`src/rtl/vec_pkg.sv`:
```
// Shared types and constants for the vector MAC datapath (feeder and vector_unit).
package vec_pkg;

  localparam int DATA_W   = 8;
  localparam int ACC_W    = 32;
  localparam int INT8_MIN = -128;
  localparam int INT8_MAX = 127;

  typedef enum logic [2:0] {
    ST_IDLE,
    ST_CLEAR,
    ST_STREAM,
    ST_DRAIN,
    ST_HOLD
  } feeder_state_t;

endpackage

```
`src/rtl/requant_sat.sv`:
```
// Requantizes a wide accumulator to int8: round half up, arithmetic shift, saturate.
module requant_sat
  import vec_pkg::*;
(
  input  logic signed [ACC_W-1:0]  acc,
  input  logic        [4:0]        shift,
  output logic signed [DATA_W-1:0] sat
);

  localparam logic signed [ACC_W:0] SAT_HI = (ACC_W+1)'(INT8_MAX);
  localparam logic signed [ACC_W:0] SAT_LO = (ACC_W+1)'(INT8_MIN);

  logic signed [ACC_W:0] rnd;
  logic signed [ACC_W:0] sum;
  logic signed [ACC_W:0] shr;

  // One extra bit of headroom keeps the rounding add from wrapping.
  always_comb begin
    rnd = '0;
    if (shift != 5'd0) begin
      rnd = (ACC_W+1)'(1) <<< (shift - 5'd1);
    end
    sum = $signed({acc[ACC_W-1], acc}) + rnd;
    shr = sum >>> shift;
    if (shr > SAT_HI) begin
      sat = DATA_W'(INT8_MAX);
    end else if (shr < SAT_LO) begin
      sat = DATA_W'(INT8_MIN);
    end else begin
      sat = shr[DATA_W-1:0];
    end
  end

endmodule

```
`src/rtl/vector_feeder.sv`:
```
// Buffers (x, w) operand pairs, streams them into one MAC lane, then captures
// and requantizes the accumulator behind a valid/ready result handshake.
module vector_feeder
  import vec_pkg::*;
#(
  parameter int MAX_LEN = 16,
  parameter int MAC_LAT = 2,
  parameter int ADDR_W  = $clog2(MAX_LEN)
) (
  input  logic                     clk,
  input  logic                     rst,
  input  logic                     wr_en,
  input  logic [ADDR_W-1:0]        wr_addr,
  input  logic signed [DATA_W-1:0] wr_x,
  input  logic signed [DATA_W-1:0] wr_w,
  input  logic                     start,
  input  logic [ADDR_W:0]          len,
  input  logic [4:0]               shift,
  output logic                     busy,
  output logic                     mac_clear,
  output logic signed [DATA_W-1:0] mac_x,
  output logic signed [DATA_W-1:0] mac_w,
  input  logic signed [ACC_W-1:0]  mac_accum,
  output logic                     res_valid,
  input  logic                     res_ready,
  output logic signed [DATA_W-1:0] res_data,
  output logic signed [ACC_W-1:0]  res_raw
);

  localparam int CNT_W = (MAC_LAT > 1) ? $clog2(MAC_LAT) : 1;
  localparam logic [CNT_W-1:0] LAST_DRAIN = CNT_W'(MAC_LAT - 1);
  localparam logic [ADDR_W:0]  MAX_LEN_W  = (ADDR_W+1)'(MAX_LEN);

  logic signed [DATA_W-1:0] op_x_mem [MAX_LEN];
  logic signed [DATA_W-1:0] op_w_mem [MAX_LEN];

  feeder_state_t            state_reg;
  logic [ADDR_W:0]          len_reg;
  logic [4:0]               shift_reg;
  logic [ADDR_W:0]          idx_reg;
  logic [CNT_W-1:0]         drain_cnt_reg;
  logic                     busy_reg;
  logic                     mac_clear_reg;
  logic signed [DATA_W-1:0] mac_x_reg;
  logic signed [DATA_W-1:0] mac_w_reg;
  logic                     res_valid_reg;
  logic signed [DATA_W-1:0] res_data_reg;
  logic signed [ACC_W-1:0]  res_raw_reg;

  logic                     launch;
  logic                     wr_ok;
  logic [ADDR_W:0]          len_clamped;
  logic signed [DATA_W-1:0] requant_out;

  // A new job may start from IDLE, or from HOLD only when the result leaves that cycle.
  assign launch      = start && ((state_reg == ST_IDLE) || ((state_reg == ST_HOLD) && res_ready));
  assign wr_ok       = (state_reg == ST_IDLE) || (state_reg == ST_HOLD);
  assign len_clamped = (len > MAX_LEN_W) ? MAX_LEN_W : len;

  always_ff @(posedge clk) begin
    if (wr_en && wr_ok) begin
      op_x_mem[wr_addr] <= wr_x;
      op_w_mem[wr_addr] <= wr_w;
    end
  end

  requant_sat u_requant (
    .acc   (mac_accum),
    .shift (shift_reg),
    .sat   (requant_out)
  );

  always_ff @(posedge clk or negedge rst) begin
    if (!rst) begin
      state_reg     <= ST_IDLE;
      len_reg       <= '0;
      shift_reg     <= '0;
      idx_reg       <= '0;
      drain_cnt_reg <= '0;
      busy_reg      <= 1'b0;
      mac_clear_reg <= 1'b0;
      mac_x_reg     <= '0;
      mac_w_reg     <= '0;
      res_valid_reg <= 1'b0;
      res_data_reg  <= '0;
      res_raw_reg   <= '0;
    end else begin
      mac_clear_reg <= 1'b0;
      mac_x_reg     <= '0;
      mac_w_reg     <= '0;
      case (state_reg)
        ST_IDLE: ;
        ST_CLEAR: begin
          drain_cnt_reg <= '0;
          if (len_reg != '0) begin
            state_reg <= ST_STREAM;
            mac_x_reg <= op_x_mem[0];
            mac_w_reg <= op_w_mem[0];
            idx_reg   <= (ADDR_W+1)'(1);
          end else begin
            state_reg <= ST_DRAIN;
          end
        end
        ST_STREAM: begin
          if (idx_reg == len_reg) begin
            state_reg <= ST_DRAIN;
          end else begin
            mac_x_reg <= op_x_mem[idx_reg[ADDR_W-1:0]];
            mac_w_reg <= op_w_mem[idx_reg[ADDR_W-1:0]];
            idx_reg   <= idx_reg + (ADDR_W+1)'(1);
          end
        end
        ST_DRAIN: begin
          // The last drain cycle is the first one where every product is in the accumulator.
          if (drain_cnt_reg == LAST_DRAIN) begin
            res_raw_reg   <= mac_accum;
            res_data_reg  <= requant_out;
            res_valid_reg <= 1'b1;
            state_reg     <= ST_HOLD;
          end else begin
            drain_cnt_reg <= drain_cnt_reg + CNT_W'(1);
          end
        end
        ST_HOLD: begin
          if (res_ready) begin
            res_valid_reg <= 1'b0;
            busy_reg      <= 1'b0;
            state_reg     <= ST_IDLE;
          end
        end
        default: state_reg <= ST_IDLE;
      endcase
      if (launch) begin
        len_reg       <= len_clamped;
        shift_reg     <= shift;
        idx_reg       <= '0;
        busy_reg      <= 1'b1;
        mac_clear_reg <= 1'b1;
        state_reg     <= ST_CLEAR;
      end
    end
  end

  assign busy      = busy_reg;
  assign mac_clear = mac_clear_reg;
  assign mac_x     = mac_x_reg;
  assign mac_w     = mac_w_reg;
  assign res_valid = res_valid_reg;
  assign res_data  = res_data_reg;
  assign res_raw   = res_raw_reg;

endmodule
```
`config.mk`:
```
export PLATFORM = sky130hd
export DESIGN_NAME = vector_feeder
export DESIGN_NICKNAME = d
export VERILOG_FILES = /design/src/rtl/vec_pkg.sv /design/src/rtl/requant_sat.sv /design/src/rtl/vector_feeder.sv
export SDC_FILE = /design/constraint.sdc
export NUM_CORES = 1
export LEC_CHECK = 0
export CORE_AREA = 5 5 159 191
export DETAILED_ROUTE_END_ITERATION = 8
export DIE_AREA = 0 0 164 196
export GPL_TIMING_DRIVEN = 0
export PLACE_DENSITY = 0.83
export SYNTH_ARGS = -nofsm -noshare
export SYNTH_HDL_FRONTEND = slang
export SYNTH_HIERARCHICAL = 1
export SYNTH_SLANG_ARGS = --single-unit
```
`constraint.sdc`:
```
create_clock -name clk -period 12.5 [get_ports clk]
set_clock_uncertainty 0.15 [all_clocks]
set_input_delay 1.875 -clock clk [delete_from_list [all_inputs] [get_ports clk]]
set_output_delay 1.875 -clock clk [all_outputs]
set_load 0.01 [all_outputs]
```
## Yosys cells after proc, flatten, opt, wreduce, memory -nomap -nowiden

Memory sizes are Yosys's and may differ from the RTL's.
Cells that the tools add are included.

- Memories kept: 2
- Input port bits: 67
- Register bits: 78
- RAM bits: 256
- Output and inout bits: 59
- Logic and storage cells: 84

Memories:

| memory | depth | width | read ports | clocked after memory_dff | write ports | RTL line | RTL |
|---|---|---|---|---|---|---|---|
| op_w_mem | 16 | 8 | 2 | 0 | 1 | vector_feeder.sv:35 | `logic signed [DATA_W-1:0] op_w_mem [MAX_LEN];` |
| op_x_mem | 16 | 8 | 2 | 0 | 1 | vector_feeder.sv:34 | `logic signed [DATA_W-1:0] op_x_mem [MAX_LEN];` |

- Order comparisons: 3
- Reductions and logical operators: 18
- $add $sub $neg: 4
- Equal/unequal tests: 13
- Shifts and indexed selects: 2
- Muxes and demuxes: 30

Operator list:

| cell | number |
|---|---|
| two-way mux 8 bit | 6 |
| adder 32 x 33 -> 33 bit | 1 |
| greater-than comparator 33 x 8 -> 1 bit, second input constant | 1 |
| < comparator 33 x 8 -> 1 bit, second input constant | 1 |
| two-way mux 33 bit | 1 |
| <<< shifter 2 x 5 -> 33 bit, first input constant | 1 |
| >>> shifter 33 x 5 -> 33 bit | 1 |
| one-hot mux 8 bit (2 select lines) | 2 |
| two-way mux 5 bit | 4 |
| != test 3 bit, second input constant | 5 |
| one-hot mux 3 bit (5 select lines) | 1 |
| two-way mux 3 bit | 4 |
| one-hot mux 5 bit (2 select lines) | 1 |
| nonzero test 5 bit | 2 |
| two-way mux 1 bit | 9 |
| nonzero test 2 bit | 4 |
| == test 3 x 2 -> 1 bit, second input constant | 2 |
| != test 2 bit, second input constant | 3 |
| AND reduction 3 bit | 2 |
| adder 5 x 1 -> 5 bit, second input constant | 1 |
| == test 5 bit | 1 |
| greater-than comparator 5 bit, second input constant | 1 |
| subtractor 5 x 1 -> 5 bit, second input constant | 1 |
| one-hot mux 1 bit (2 select lines) | 2 |
| 9 further kinds | 13 |

## Depth between registers and ports, before layout

- Depth in word-level cells: 8
- Gate-level depth with buffers: 25
- Gate-level depth less buffers: 21

## Modules after synthesis

Netlist, hierarchy kept.

By module, submodules not included:

| module | instances | cells each | sequential area each (µm²) | area each (µm²) |
|---|---|---|---|---|
| vector_feeder | 1 | 677 | 9,639.2 | 13,056.3 |
| requant_sat | 1 | 747 | 0.0 | 4,803.4 |

## Worst setup path after synthesis

OpenSTA, ideal clock, no wires.

- Kind: register to register
- From: register shift_reg[0]
- To: register res_data_reg[6] (netlist: res_data[6])
- Data required time: 12,222 ps
- Clock period less this slack: 5,688 ps
- Setup slack: 6,812 ps
- Buffers on the path: 4
- Arrival time: 5,410 ps
- Setup time: 128 ps
- Cell stages (with the launch flop): 25
- Cells stage by stage: dfrtp_1 -> clkbuf_1 -> clkbuf_1 -> clkbuf_1 -> buf_1 -> nand2_1 -> nor3_1 -> ha_1 -> inv_1 -> fa_1 -> nand2b_1 -> a21oi_2 -> o21ai_1 -> a21oi_2 -> a211oi_1 -> o211ai_2 -> inv_2 -> a211oi_1 -> a221oi_1 -> o211a_1 -> a2111o_1 -> nor4_1 -> a41o_2 -> a31oi_1 -> mux2_1

- Cells in the longest elaborated chain, start to end: 8
- Elaborated cells on any way between the ends: 10
- Classes of those cells: add/sub (2); order compare (2); shift (2); mux (3); reduce/logical (1)

Ends and longest elaborated chain:

| what | RTL line | RTL |
|---|---|---|
| start, declared | vector_feeder.sv:39 | `logic [4:0] shift_reg;` |
| start signal, assigned | vector_feeder.sv:135 | `shift_reg <= shift;` |
| subtractor 5 x 1 -> 5 bit | requant_sat.sv:21 | `rnd = (ACC_W+1)'(1) <<< (shift - 5'd1);` |
| <<< shifter 2 x 5 -> 33 bit | requant_sat.sv:21 |  |
| two-way mux 33 bit | requant_sat.sv:20 | `if (shift != 5'd0) begin` |
| adder 32 x 33 -> 33 bit | requant_sat.sv:23 | `sum = $signed({acc[ACC_W-1], acc}) + rnd;` |
| >>> shifter 33 x 5 -> 33 bit * | requant_sat.sv:24 | `shr = sum >>> shift;` |
| < comparator 33 x 8 -> 1 bit | requant_sat.sv:27 | `end else if (shr < SAT_LO) begin` |
| two-way mux 8 bit | requant_sat.sv:27 |  |
| two-way mux 8 bit * | requant_sat.sv:25 | `if (shr > SAT_HI) begin` |
| via requant_out[6] | vector_feeder.sv:53 | `logic signed [DATA_W-1:0] requant_out;` |
| end signal, assigned | vector_feeder.sv:117 | `res_data_reg <= requant_out;` |
| end, declared | vector_feeder.sv:47 | `logic signed [DATA_W-1:0] res_data_reg;` |

The timed path passes the listed nets; every way through them passes the cells marked *.
A chain may end at the register's enable or synchronous reset.

## Worst setup path after layout

- From: register shift_reg[0]
- To: register res_data_reg[2] (netlist: res_data[2])

The elaborated chain is that of the path after synthesis.

==> impl_metrics.ini <==
[global_routing]
grt_overflow_total = 0
antenna_found_initial = 0
grt_pass1_wl_um = 92800
grt_max_degree = 47
grt_pass1_vias = 14500
grtUsageTotal_pct = 39.0

[critical_path]
path_max_fanout = 10
reg2reg_from = shift_reg[0]$_DFFE_PN0P_
crit_path_start_kind = flop
crit_top_cell = clkbuf_1
slowest_stage = o211ai_2
timing_worst_setup_path_type = flop to flop
worstPathCellList = clkbuf_1, clkbuf_1, clkbuf_1, buf_1, nand2_1, nor3_1, ha_1, inv_1, fa_1, nand2b_1, a21oi_2, o21ai_1, a21oi_2, a211oi_1, o211ai_2, inv_2, mux2i_1, or3b_1, nor4_1, a41o_1, a41o_2, a21oi_1, mux2_1
reg2reg_depth = 23
critPathMaxStageDelay_ns = 0.63
arrival_ns = 8.14
rr_endpoint = res_data[2]$_DFFE_PN0P_
worst_ep_required_time_ns = 12.75
end_kind = flop
r2r_setup_slack_ns = 4.60

[route]
drc = 0
viasPerCell = 7.19
dr.pass1.iters = 6
post_drt_wl_per_cell_um = 31.1
ant_nets = 0
drt-initial-drc-count = 1949
vias = 14400
routed_wl_um = 62500

[power_and_ir_drop]
comb_power_share_pct = 47.7
switchingPower_mw = 1.90
power.share.switching_pct = 41.2
seq_power_share_pct = 30.5
pwr_density_cell_mw_per_mm2 = 221
p_leak_nw = 7.34
p_clk_share_pct = 21.8
ir_drop_mv = 0.154
power.internal_mw = 2.72

[cells_and_area]
layout-drive-gt1-share_pct = 15.1
fin_nets = 1701
multi_input_area_mm2 = 0.00779
diodes = 0
fillCellCount = 1779
regArea_mm2 = 0.00964
syn_to_final_growth_pct = 17.4

[placement]
place.port_buffers = 125
gp_congestion = 0.994
hpwl_um = 43000
dp_slack_ns = 4.85

[timing]
tns_ns = 0
fin_hold_ws_ns = 0.336
finalSetupViolations = 0
min_period_ns = 7.90
setup_slack_ns = 4.60
final_max_slew_viol_count = 0
worstMarginPinSlew_ns = 1.25
maxClockFrequency_mhz = 127
maxSlewHeadroom_pct = 15.6
hold_viol = 0
fin_crit_sh_pct = 63.2
rsz0062_at_grt = false

[floorplanning]
initial_core_util_pct = 62.8
core_mm2 = 0.0284
fp-row-count = 68
die_w_um = 164
die_y_um = 196
dieArea_mm2 = 0.0321
ios = 126

[hold_path]
holdCritPathClass = flop to flop
min_path_cells = 1
min_to = res_raw[26]$_DFFE_PN0P_
hp-start = res_raw[26]$_DFFE_PN0P_

[yosys]
synth_edf_count = 256
ys_seq_area_share_pct = 54.0
async_flop_share_pct = 23.4
netlist_instances = 1424
ys_warn_count = 6
synth-seq-cells = 334
postSynthAreaPerCell_um2 = 12.5
ys.flop_type = edfxtp_1
synth.distinct_cells = 102
synth_nets = 1525
syn_area_mm2 = 0.0179

[clock_tree]
cts.sinks = 334
clk_pin_slew_ns = 0.06
post-cts-setup-buffers = 0
tritoncts = yes
clk_latency_ns = 0.54
cts_buffers = 34
cts_root_buffer = clkbuf_16
cts_resized = 0
cts_max_level = 2
cts-hold-fix-buffers = 0
clk_path_buf_depth = 3

[status]
status = finished, final reports clean

[job]
maxCapViolations = 0
-- final cells by class --
class                   instances  area share [%]
plain buffers                  84            2.00
inverters                      16           0.287
flip-flops and latches        334            46.0
multi-input cells             990            37.2
repair buffers                140            7.09
clock buffers                  41            4.39
well taps                     385            2.30
clock inverters                19           0.776
-- cell usage after synthesis (11+ instances only) --
cell	number	share of area [%]
edfxtp_1	256	43
nand2_1	127	2.7
nor2_1	113	2.4
a21oi_1	83	2.3
dfrtp_1	78	11
mux4_2	67	8.4
mux2_1	42	2.6
mux2i_1	42	2.4
nor3_1	42	1.2
o21ai_0	42	1.2
clkbuf_1	35	0.74
ha_1	33	2.3
buf_2	26	0.73
a211oi_1	23	0.97
o21ai_1	22	0.62
a22o_1	19	0.93
nand3_1	19	0.53
xnor2_1	18	0.88
nand2b_1	17	0.60
nor2b_1	17	0.60
o211ai_1	16	0.67
a21o_1	15	0.63
nand4_1	15	0.53
a211oi_2	13	0.91
buf_1	11	0.23
o21a_1	11	0.46
o22ai_1	11	0.39
-- critical path: cells and delay by family (launching register included) --
kind | cells | cell delay, ns
compound gates | 8 | 2.28
fa+ha+maj | 2 | 0.65
buf+inv | 6 | 2.16
flops | 1 | 0.40
mux | 2 | 0.77
simple gates | 5 | 1.31
-- stage by stage --
stage	area, um^2	std cells	utilization, %	total power [mW]
finish	21000	2009	73.8	4.63
global route	21000	2009	73.8	4.79
CTS	21000	2009	73.8	4.56
detailed placement	19900	1949	69.9	3.52
global placement	19600	1934	68.9	3.48
floorplan	17900	1424	-	2.75
-- metal layers --
metal,global-route usage [%],part of all wire (%),routed length [um],vias to the layer above
met3,7.14,9.4,5900,302
met1,45.8,33,20500,7016
met2,67.4,51,31700,1180
met5,0,0,0,-
met4,22.1,7.0,4390,0
li1,-,-,-,5941
-- cells in the final DEF, fill, tap and decap left out, types with 16 or more instances in the layout --
master,Yosys,layout
edfxtp_1,256,256
a21oi_1,83,83
a22o_1,19,19
nand2b_1,17,17
nand2_1,127,127
clkbuf_16,0,36
nor2b_1,17,17
a211oi_1,23,23
dfrtp_1,78,78
mux2i_1,42,42
clkbuf_1,35,40
o21ai_0,42,42
mux4_2,67,67
o21ai_1,22,22
clkdlybuf4s50_1,0,124
ha_1,33,33
mux2_1,42,42
nor3_1,42,38
xnor2_1,18,18
buf_2,26,26
nor2_1,113,101
o211ai_1,16,16
nand3_1,19,19
-- power by group through the flow --
| stage | sequential [mW] | combinational, mW | clock (mW) |
|---|---|---|---|
| after floorplan | 1.45 | 1.31 | 0 |
| after global placement | 1.41 | 2.07 | 0 |
| after detailed placement | 1.42 | 2.10 | 0 |
| after CTS | 1.41 | 2.15 | 1.01 |
| after global routing | 1.42 | 2.32 | 1.06 |
| final | 1.41 | 2.21 | 1.01 |
-- logic make-up after synthesis --
kind of cell             count (synthesis)  synth area share [%]
buffers and inverters                  100                  2.68
XOR/XNOR                                28                  1.37
multiplexers                           156                  13.8
AO/OA/AOI/OAI                          363                  14.9
flip-flops                             334                  54.0
other                                    1                0.0210
adder cells (fa/ha/maj)                 34                  2.42
AND/OR/NAND/NOR                        408                  10.8
-- worst max-delay path by stage --
stage | start | end | cells past startpoint
floorplan | shift_reg[0]$_DFFE_PN0P_ | res_data[6]$_DFFE_PN0P_ | 24
CTS | shift_reg[0]$_DFFE_PN0P_ | res_data[2]$_DFFE_PN0P_ | 23
global placement | shift_reg[0]$_DFFE_PN0P_ | res_data[6]$_DFFE_PN0P_ | 20
global route | shift_reg[0]$_DFFE_PN0P_ | res_data[6]$_DFFE_PN0P_ | 23
finish | shift_reg[0]$_DFFE_PN0P_ | res_data[2]$_DFFE_PN0P_ | 23
detailed placement | shift_reg[0]$_DFFE_PN0P_ | res_data[2]$_DFFE_PN0P_ | 23
(Power assumes the default switching activity.)
